<file path="src/rtl/cic_pkg.sv">
// Shared CIC constants, used by both the integrator chain and the comb decimator.
// Keeps widths, decimation ratio and stage count in agreement across both ends.
package cic_pkg;

  localparam int CIC_WIDTH     = 18;
  localparam int CIC_WIDTH_OUT = 9;
  localparam int CIC_RATIO     = 8;
  localparam int CIC_STAGES    = 3;

  // Counter width for a 0..r-1 counter; never below one bit.
  function automatic int cnt_bits(input int r);
    return (r > 1) ? $clog2(r) : 1;
  endfunction

endpackage

</file>
<file path="src/rtl/cic_comb_stage.sv">
// One CIC comb (differentiator) stage with differential delay 1.
// Ports: clk, rst_n, in_valid/x in, out_valid/y out (y = x - previous x, modular).
module cic_comb_stage
  import cic_pkg::*;
#(
  parameter int WIDTH = CIC_WIDTH
) (
  input  logic             clk,
  input  logic             rst_n,
  input  logic             in_valid,
  input  logic [WIDTH-1:0] x,
  output logic             out_valid,
  output logic [WIDTH-1:0] y
);

  logic [WIDTH-1:0] d;

  always_ff @(posedge clk or negedge rst_n) begin
    if (!rst_n) begin
      d         <= '0;
      y         <= '0;
      out_valid <= 1'b0;
    end else begin
      out_valid <= in_valid;
      if (in_valid) begin
        d <= x;
        y <= x - d;
      end
    end
  end

endmodule

</file>
<file path="src/rtl/cic_comb_decimator.sv">
// CIC decimating comb section: downsample integrator output by RATIO,
// run STAGES comb stages, emit top WIDTH_OUT bits with a one-cycle valid_out.
module cic_comb_decimator
  import cic_pkg::*;
#(
  parameter int WIDTH_IN  = CIC_WIDTH,
  parameter int WIDTH_OUT = CIC_WIDTH_OUT,
  parameter int RATIO     = CIC_RATIO,
  parameter int STAGES    = CIC_STAGES
) (
  input  logic                 clk,
  input  logic                 rst_n,
  input  logic [WIDTH_IN-1:0]  data_in,
  input  logic                 sync_in,
  output logic [WIDTH_OUT-1:0] data_out,
  output logic                 valid_out
);

  localparam int CW = cnt_bits(RATIO);
  localparam logic [CW-1:0] CNT_LAST = CW'(RATIO - 1);

  logic [CW-1:0]       cnt;
  logic                cap;
  logic [WIDTH_IN-1:0] s_x [0:STAGES];
  logic                s_v [0:STAGES];

  assign cap = (cnt == CNT_LAST);

  // sync only retargets the count; a capture on the same edge still fires.
  always_ff @(posedge clk or negedge rst_n) begin
    if (!rst_n) begin
      cnt <= '0;
    end else if (sync_in || cap) begin
      cnt <= '0;
    end else begin
      cnt <= cnt + CW'(1);
    end
  end

  always_ff @(posedge clk or negedge rst_n) begin
    if (!rst_n) begin
      s_x[0] <= '0;
      s_v[0] <= 1'b0;
    end else begin
      s_v[0] <= cap;
      if (cap) begin
        s_x[0] <= data_in;
      end
    end
  end

  for (genvar k = 1; k <= STAGES; k++) begin : g_comb
    cic_comb_stage #(
      .WIDTH(WIDTH_IN)
    ) u_stage (
      .clk      (clk),
      .rst_n    (rst_n),
      .in_valid (s_v[k-1]),
      .x        (s_x[k-1]),
      .out_valid(s_v[k]),
      .y        (s_x[k])
    );
  end

  always_ff @(posedge clk or negedge rst_n) begin
    if (!rst_n) begin
      data_out  <= '0;
      valid_out <= 1'b0;
    end else begin
      valid_out <= s_v[STAGES];
      if (s_v[STAGES]) begin
        data_out <= s_x[STAGES][WIDTH_IN-1 -: WIDTH_OUT];
      end
    end
  end

endmodule
</file>
<file path="config.mk">
export PLATFORM = sky130hd
export DESIGN_NAME = cic_comb_decimator
export DESIGN_NICKNAME = d
export VERILOG_FILES = /design/src/rtl/cic_pkg.sv /design/src/rtl/cic_comb_stage.sv /design/src/rtl/cic_comb_decimator.sv
export SDC_FILE = /design/constraint.sdc
export NUM_CORES = 1
export LEC_CHECK = 0
export ABC_AREA = 0
export CAP_MARGIN = 10
export CORE_UTILIZATION = 64
export CTS_BUF_LIST = sky130_fd_sc_hd__clkbuf_8
export CTS_CLUSTER_SIZE = 40
export DETAILED_ROUTE_END_ITERATION = 8
export PLACE_DENSITY_LB_ADDON = 0.15
export SLEW_MARGIN = 20
export SYNTH_ARGS = -nofsm -noshare
export SYNTH_HDL_FRONTEND = slang
export SYNTH_HIERARCHICAL = 1
export SYNTH_SLANG_ARGS = --single-unit
</file>
<file path="constraint.sdc">
create_clock -name clk -period 2.68 [get_ports clk]
set_input_delay 0.268 -clock clk [delete_from_list [all_inputs] [get_ports clk]]
set_output_delay 0.268 -clock clk [all_outputs]
set_load 0.1 [all_outputs]
</file>
==> results of run 1 <==
==> power by group through the flow <==
| stage | registers (mW) | clock network, mW | logic (mW) |
|---|---|---|---|
| final | 2.32 | 1.58 | 2.72 |
| after global routing | 2.34 | 1.70 | 3.00 |
| after detailed placement | 2.35 | 0 | 2.67 |
| after floorplan | 2.32 | 0 | 2.16 |
| after global placement | 2.34 | 0 | 2.59 |
| after CTS | 2.32 | 1.63 | 2.69 |
==> sequential cells by signal, summed over array words and instances, names as in the netlist <==
register                  flops
s_x                          18
g_comb.u_stage/y             45
data_out                      9
valid_out                     1
s_v                           1
g_comb.u_stage/out_valid      3
g_comb.u_stage/d             54
cnt                           3
==> worst max-delay path, delay by kind of cell, from the launching register on <==
kind                       cells  cell delay [ps]
xor gates and xnor gates       1              140
buffers and inverters          2              120
AOI/OAI and AO/OA              4              790
DFF                            1              390
adders and majority gates      2              600
muxes                          1              270
==> layout make-up <==
cell class,instances,area [um2]
clock buffers,24,330
clock inverters,5,47.5
fillers,838,3120
inverters,64,240
multi-input cells,520,3940
flip-flops and latches,134,3350
well taps,143,179
repair buffers,40,354
==> through the flow <==
step	total power [mW]	cell area (um2)	cells	hold slack [ps]	util, %
after floorplan	4.48	7660	746	-27.6	-
after global placement	4.93	8040	900	273	69.6
after detailed placement	5.02	8040	900	282	69.6
after CTS	6.64	8430	930	355	72.9
after global routing	7.05	8440	930	395	73.0
final	6.62	8440	930	317	73.0
==> path summary, 6_finish.rpt <==
kind,endpoint,cells after the start,from,slack (ps)
max,g_comb[2].u_stage/y[10],10,g_comb[1].u_stage/y[0],260
min,g_comb[3].u_stage/d[4],2,rst_n,320
max reg2reg,g_comb[2].u_stage/y[10],10,g_comb[1].u_stage/y[0],260
min reg2reg,cnt[0],1,cnt[0],440
max in group asynchronous,g_comb[2].u_stage/d[8],3,rst_n,1600
min in group clk,cnt[2],2,sync_in,420
==> repair_timing <==
action / CTS / global route
setup endpoints to repair: 0 / 4
hold buffers: 1 / 0
gates resized for setup: 0 / 2
setup buffers: 0 / 0
hold endpoints to repair: 58 / 0
==> layer usage <==
metal	track usage [%]	wire length (um)	vias to the layer above
met3	4.90	392	21
met4	12.5	314	0
met5	0	0	-
met2	45.0	7300	94
met1	29.4	6190	2698
li1	-	-	2713
==> flow_summary.toml, run 1 <==
[sta]
post-route-min-period_ps = 2420
grt_setup_unrepaired = "no"
timing.final.crit_share_pct = 90.4
setup_slack_ps = 257
max_freq_mhz = 413
hold_viol = 0
clock_skew_ps = 7.33
drv_slew = 0
max_slew_margin_pct = 60.1
setup_violations = 0
fin_setup_tns_ps = 0
tightest_slew_ps = 599

[yosys]
syn_area_um2 = 7660
synthesis.nets = 823
yosys_warnings = 6
postSynthAreaPerCell_um2 = 10.3
synthesis.instances = 746

[placed_design]
portBuffers = 30
pre_cts_slack_ps = 184
dpl.hpwl_mm = 10.2
gp_congestion = 0.873

[clock_tree]
clk_latency_ps = 450
cts_buffer_depth = 2
cts_tree = "yes"
numCtsBuffers = 17
cts.sinks = 134
cts_htree_levels = 4
cts_root_buffer = "clkbuf_8"
clkTransAtPathRegs_ps = 70

[route]
wire_per_inst_um = 15.3
detail-route-antenna-nets = 0
vias = 5526
drtIter0Drc = 245
route.detailed.drc = 6
wl_mm = 14.2
post_drt_via_cell_ratio = 5.94
first_pass_iters = 8

[global_route]
grt.total_usage_pct = 25.4
grt_max_degree = 63
antenna_found_initial = 0
grt_pass1_vias = 5594
grt.overflow.total = 0
grt_pass1_wl_mm = 25.3

[floorplanning]
std_cell_rows = 39
fp.coreArea_um2 = 11600
ios = 31
dieArea_um2 = 12400
die_w_um = 111
start_util_pct = 66.2
die_h_um = 111

[critical_path]
cp_slowest_cell = "fa_1"
path_class = "reg2reg"
crit_arrival_ps = 2760
crit_path_frequent_cell = "inv_1"
path_cells = "inv_1 > ha_1 > inv_1 > fa_1 > a211oi_2 > o21bai_1 > a21oi_1 > o31ai_1 > xor2_1 > mux2_2"
max_stage_delay_ps = 440
start_kind = "flip-flop"
critPathMaxFanout = 3
required_ps = 3010
cp-end-kind = "flip-flop"

[layout]
drive_gt1_share_pct = 17.2
final_common_cell = "dfrtp_1"
final_nets = 854
layout_common_cells = "dfrtp_1 (134), nand2_1 (86), o21ai_0 (69)"
area_growth_pct = 10.2
antenna_cells = 0

[power_and_ir_drop]
ir_drop_uv = 437
power_switching_mw = 2.26
p_leak_nw = 4.03
pwr-share-comb_pct = 41.1
power_density_nw_per_um2 = 784
pwr-share-clk_pct = 23.9
p_seq_share_pct = 35.0
p_sw_share_pct = 34.1
internal-power_mw = 4.36

[outcome]
outcome = "complete, but fails checks"
violations = "design-rule violations"

[job]
drv_cap = 0

[worst_hold_path]
hold_path.class = "in2async"
Note: power is estimated with default switching activity, not from simulation.
==> run 2, diff against run 1 <==
--- a/config.mk
+++ b/config.mk
@@ -9,6 +9,7 @@
 export CAP_MARGIN = 10
 export CORE_UTILIZATION = 64
 export CTS_BUF_LIST = sky130_fd_sc_hd__clkbuf_8
+export CTS_CLUSTER_DIAMETER = 40
 export CTS_CLUSTER_SIZE = 40
 export DETAILED_ROUTE_END_ITERATION = 8
 export PLACE_DENSITY_LB_ADDON = 0.15
==> results of run 2 <==
Same layout as run 1: the final DEF is identical, and so are final timing and power.
==> run 3, diff against run 2 <==
--- a/config.mk
+++ b/config.mk
@@ -7,11 +7,12 @@
 export LEC_CHECK = 0
 export ABC_AREA = 0
 export CAP_MARGIN = 10
-export CORE_UTILIZATION = 64
+export CORE_UTILIZATION = 65
 export CTS_BUF_LIST = sky130_fd_sc_hd__clkbuf_8
 export CTS_CLUSTER_DIAMETER = 40
 export CTS_CLUSTER_SIZE = 40
 export DETAILED_ROUTE_END_ITERATION = 8
+export DONT_BUFFER_PORTS = 1
 export PLACE_DENSITY_LB_ADDON = 0.15
 export SLEW_MARGIN = 20
 export SYNTH_ARGS = -nofsm -noshare
==> flow_summary.toml, run 3 (synthesis results as in run 1) <==
[outcome]
violations = "negative hold slack"
outcome = "complete, but fails checks"

[critical_path]
path_class = "reg2reg"
crit_path_frequent_cell = "inv_1"
worstPathBufferInverterCount = 2
critPathMaxFanout = 3
crit_arrival_ps = 2920
cp-end-kind = "flip-flop"
cp_num_cells = 10
path_cells = "inv_1 > ha_1 > inv_1 > fa_1 > a211oi_1 > o21bai_1 > a21oi_1 > o31ai_1 > xor2_1 > mux2_2"
critical_path.top_delay_family = "compound AO/OA/AOI/OAI gates"
reg2regPathDepth = 10
start_kind = "flip-flop"
cp_slowest_cell = "a211oi_1"
required_ps = 3010
max_stage_delay_ps = 450

[clock_tree]
ctsHoldBuffers = 19
clk_latency_ps = 440
cts_htree_levels = 4
cts_buffer_depth = 2
clkTransAtPathRegs_ps = 80
cts.sinks = 134
cts_root_buffer = "clkbuf_8"
cts_tree = "yes"
numCtsBuffers = 17

[floorplanning]
fp.coreArea_um2 = 11500
start_util_pct = 66.8
die_w_um = 111
dieArea_um2 = 12200
std_cell_rows = 39
ios = 31
die_h_um = 111

[layout]
largest-register = "g_comb.u_stage/d"
drive_gt1_share_pct = 15.9
layout_common_cells = "dfrtp_1 (134), nand2_1 (86), o21ai_0 (69)"
final_common_cell = "dfrtp_1"
largest_reg_flops = 54
reg_top3 = "g_comb.u_stage/d x54, g_comb.u_stage/y x45, s_x x18"
area_growth_pct = 8.87
antenna_cells = 0
final_nets = 839
finalNonFillerCells = 918

[sta]
setup_violations = 0
timing.final.crit_share_pct = 96.7
fin_setup_tns_ps = 0
hold-worst-slack_ps = -481
grt_setup_unrepaired = "no"
post-route-min-period_ps = 2590
max_slew_margin_pct = 40.3
drv_slew = 0
hold_viol = 134
max_freq_mhz = 386
tightest_slew_ps = 896
clock_skew_ps = 10.5

[route]
detail-route-antenna-nets = 0
vias = 5449
wl_mm = 14.2
first_pass_iters = 5
route.detailed.drc = 0
wire_per_inst_um = 15.4
post_drt_via_cell_ratio = 5.94
drtIter0Drc = 273

[global_route]
grt_pass1_vias = 5560
grt_max_degree = 135
grt_pass1_wl_mm = 24.8
antenna_found_initial = 0
grt.total_usage_pct = 24.8
grt.overflow.total = 0

[power_and_ir_drop]
ir_drop_uv = 426
power_mw = 6.67
p_leak_nw = 3.95
power_density_nw_per_um2 = 800

[job]
drv_cap = 0

[placed_design]
gp_congestion = 0.868
dp_cells = 867
dpl.hpwl_mm = 9.78
portBuffers = 0

[worst_hold_path]
hold_path.class = "in2async"
==> run 3: changes by cell type in the layout (fill, tap and decap cells not counted), moves of 2 or more <==
cell / delta
clkdlybuf4s50_1: -19
bufinv_16: +2
dlygate4sd3_1: +18
clkbuf_8: -7
buf_4: -13
clkinv_4: +2
clkinvlp_4: +4
clkinv_2: +2
==> run 3: path summary, 6_finish.rpt <==
kind,from,slack (ps),endpoint
min,rst_n,-480,data_out[0]
max,g_comb[1].u_stage/y[0],90,g_comb[2].u_stage/y[10]
min reg2reg,cnt[0],460,cnt[0]
max reg2reg,g_comb[1].u_stage/y[0],90,g_comb[2].u_stage/y[10]
min in group clk,cnt[0],460,cnt[0]
max in group asynchronous,rst_n,2880,g_comb[1].u_stage/d[16]
==> run 3: what timing repair did <==
item                       CTS  global route
setup endpoints to repair    0             3
buffers inserted             0             0
resized for setup            0             1
hold endpoints to repair   155           134
==> run 3: metrics by stage <==
stage / area (um2) / util, % / worst slack, ps
final: 8340 / 72.7 / 89.4
after global routing: 8340 / 72.7 / 0.682
after CTS: 8330 / 72.7 / 147
after detailed placement: 7740 / 67.5 / 158
after global placement: 7740 / 67.5 / 247
after floorplan: 7660 / - / 395
==> run 3: cell type report <==
cell class	count	area, um2
Inverter	64	240
Fill cell	789	3130
Tap cell	143	179
Multi-Input combinational cell	520	3930
Timing Repair Buffer	25	235
Clock inverter	15	165
Clock buffer	17	234
Sequential cell	134	3350
==> run 3: worst reg2reg max path: cells and delay by family (launching register included) <==
kind	cells	cell delay, ps
AOI/OAI and AO/OA	4	970
adders and majority gates	2	580
DFF	1	400
muxes	1	270
xor gates and xnor gates	1	150
buffers and inverters	2	120
==> run 3: metal layers <==
layer	up-vias	track usage, %	wire length, um
met3	24	5.32	474
met1	2604	28.7	6160
met4	0	11.2	315
li1	2697	-	-
met2	124	44.1	7210
met5	-	0	0
==> run 3: where the power goes <==
| group | internal, mW | switching [mW] | leakage [nW] |
|---|---|---|---|
| Clock | 0.906 | 0.764 | 0.200 |
| Combinational | 1.28 | 1.39 | 1.89 |
| Sequential | 2.18 | 0.146 | 1.86 |
| Total | 4.37 | 2.30 | 3.95 |
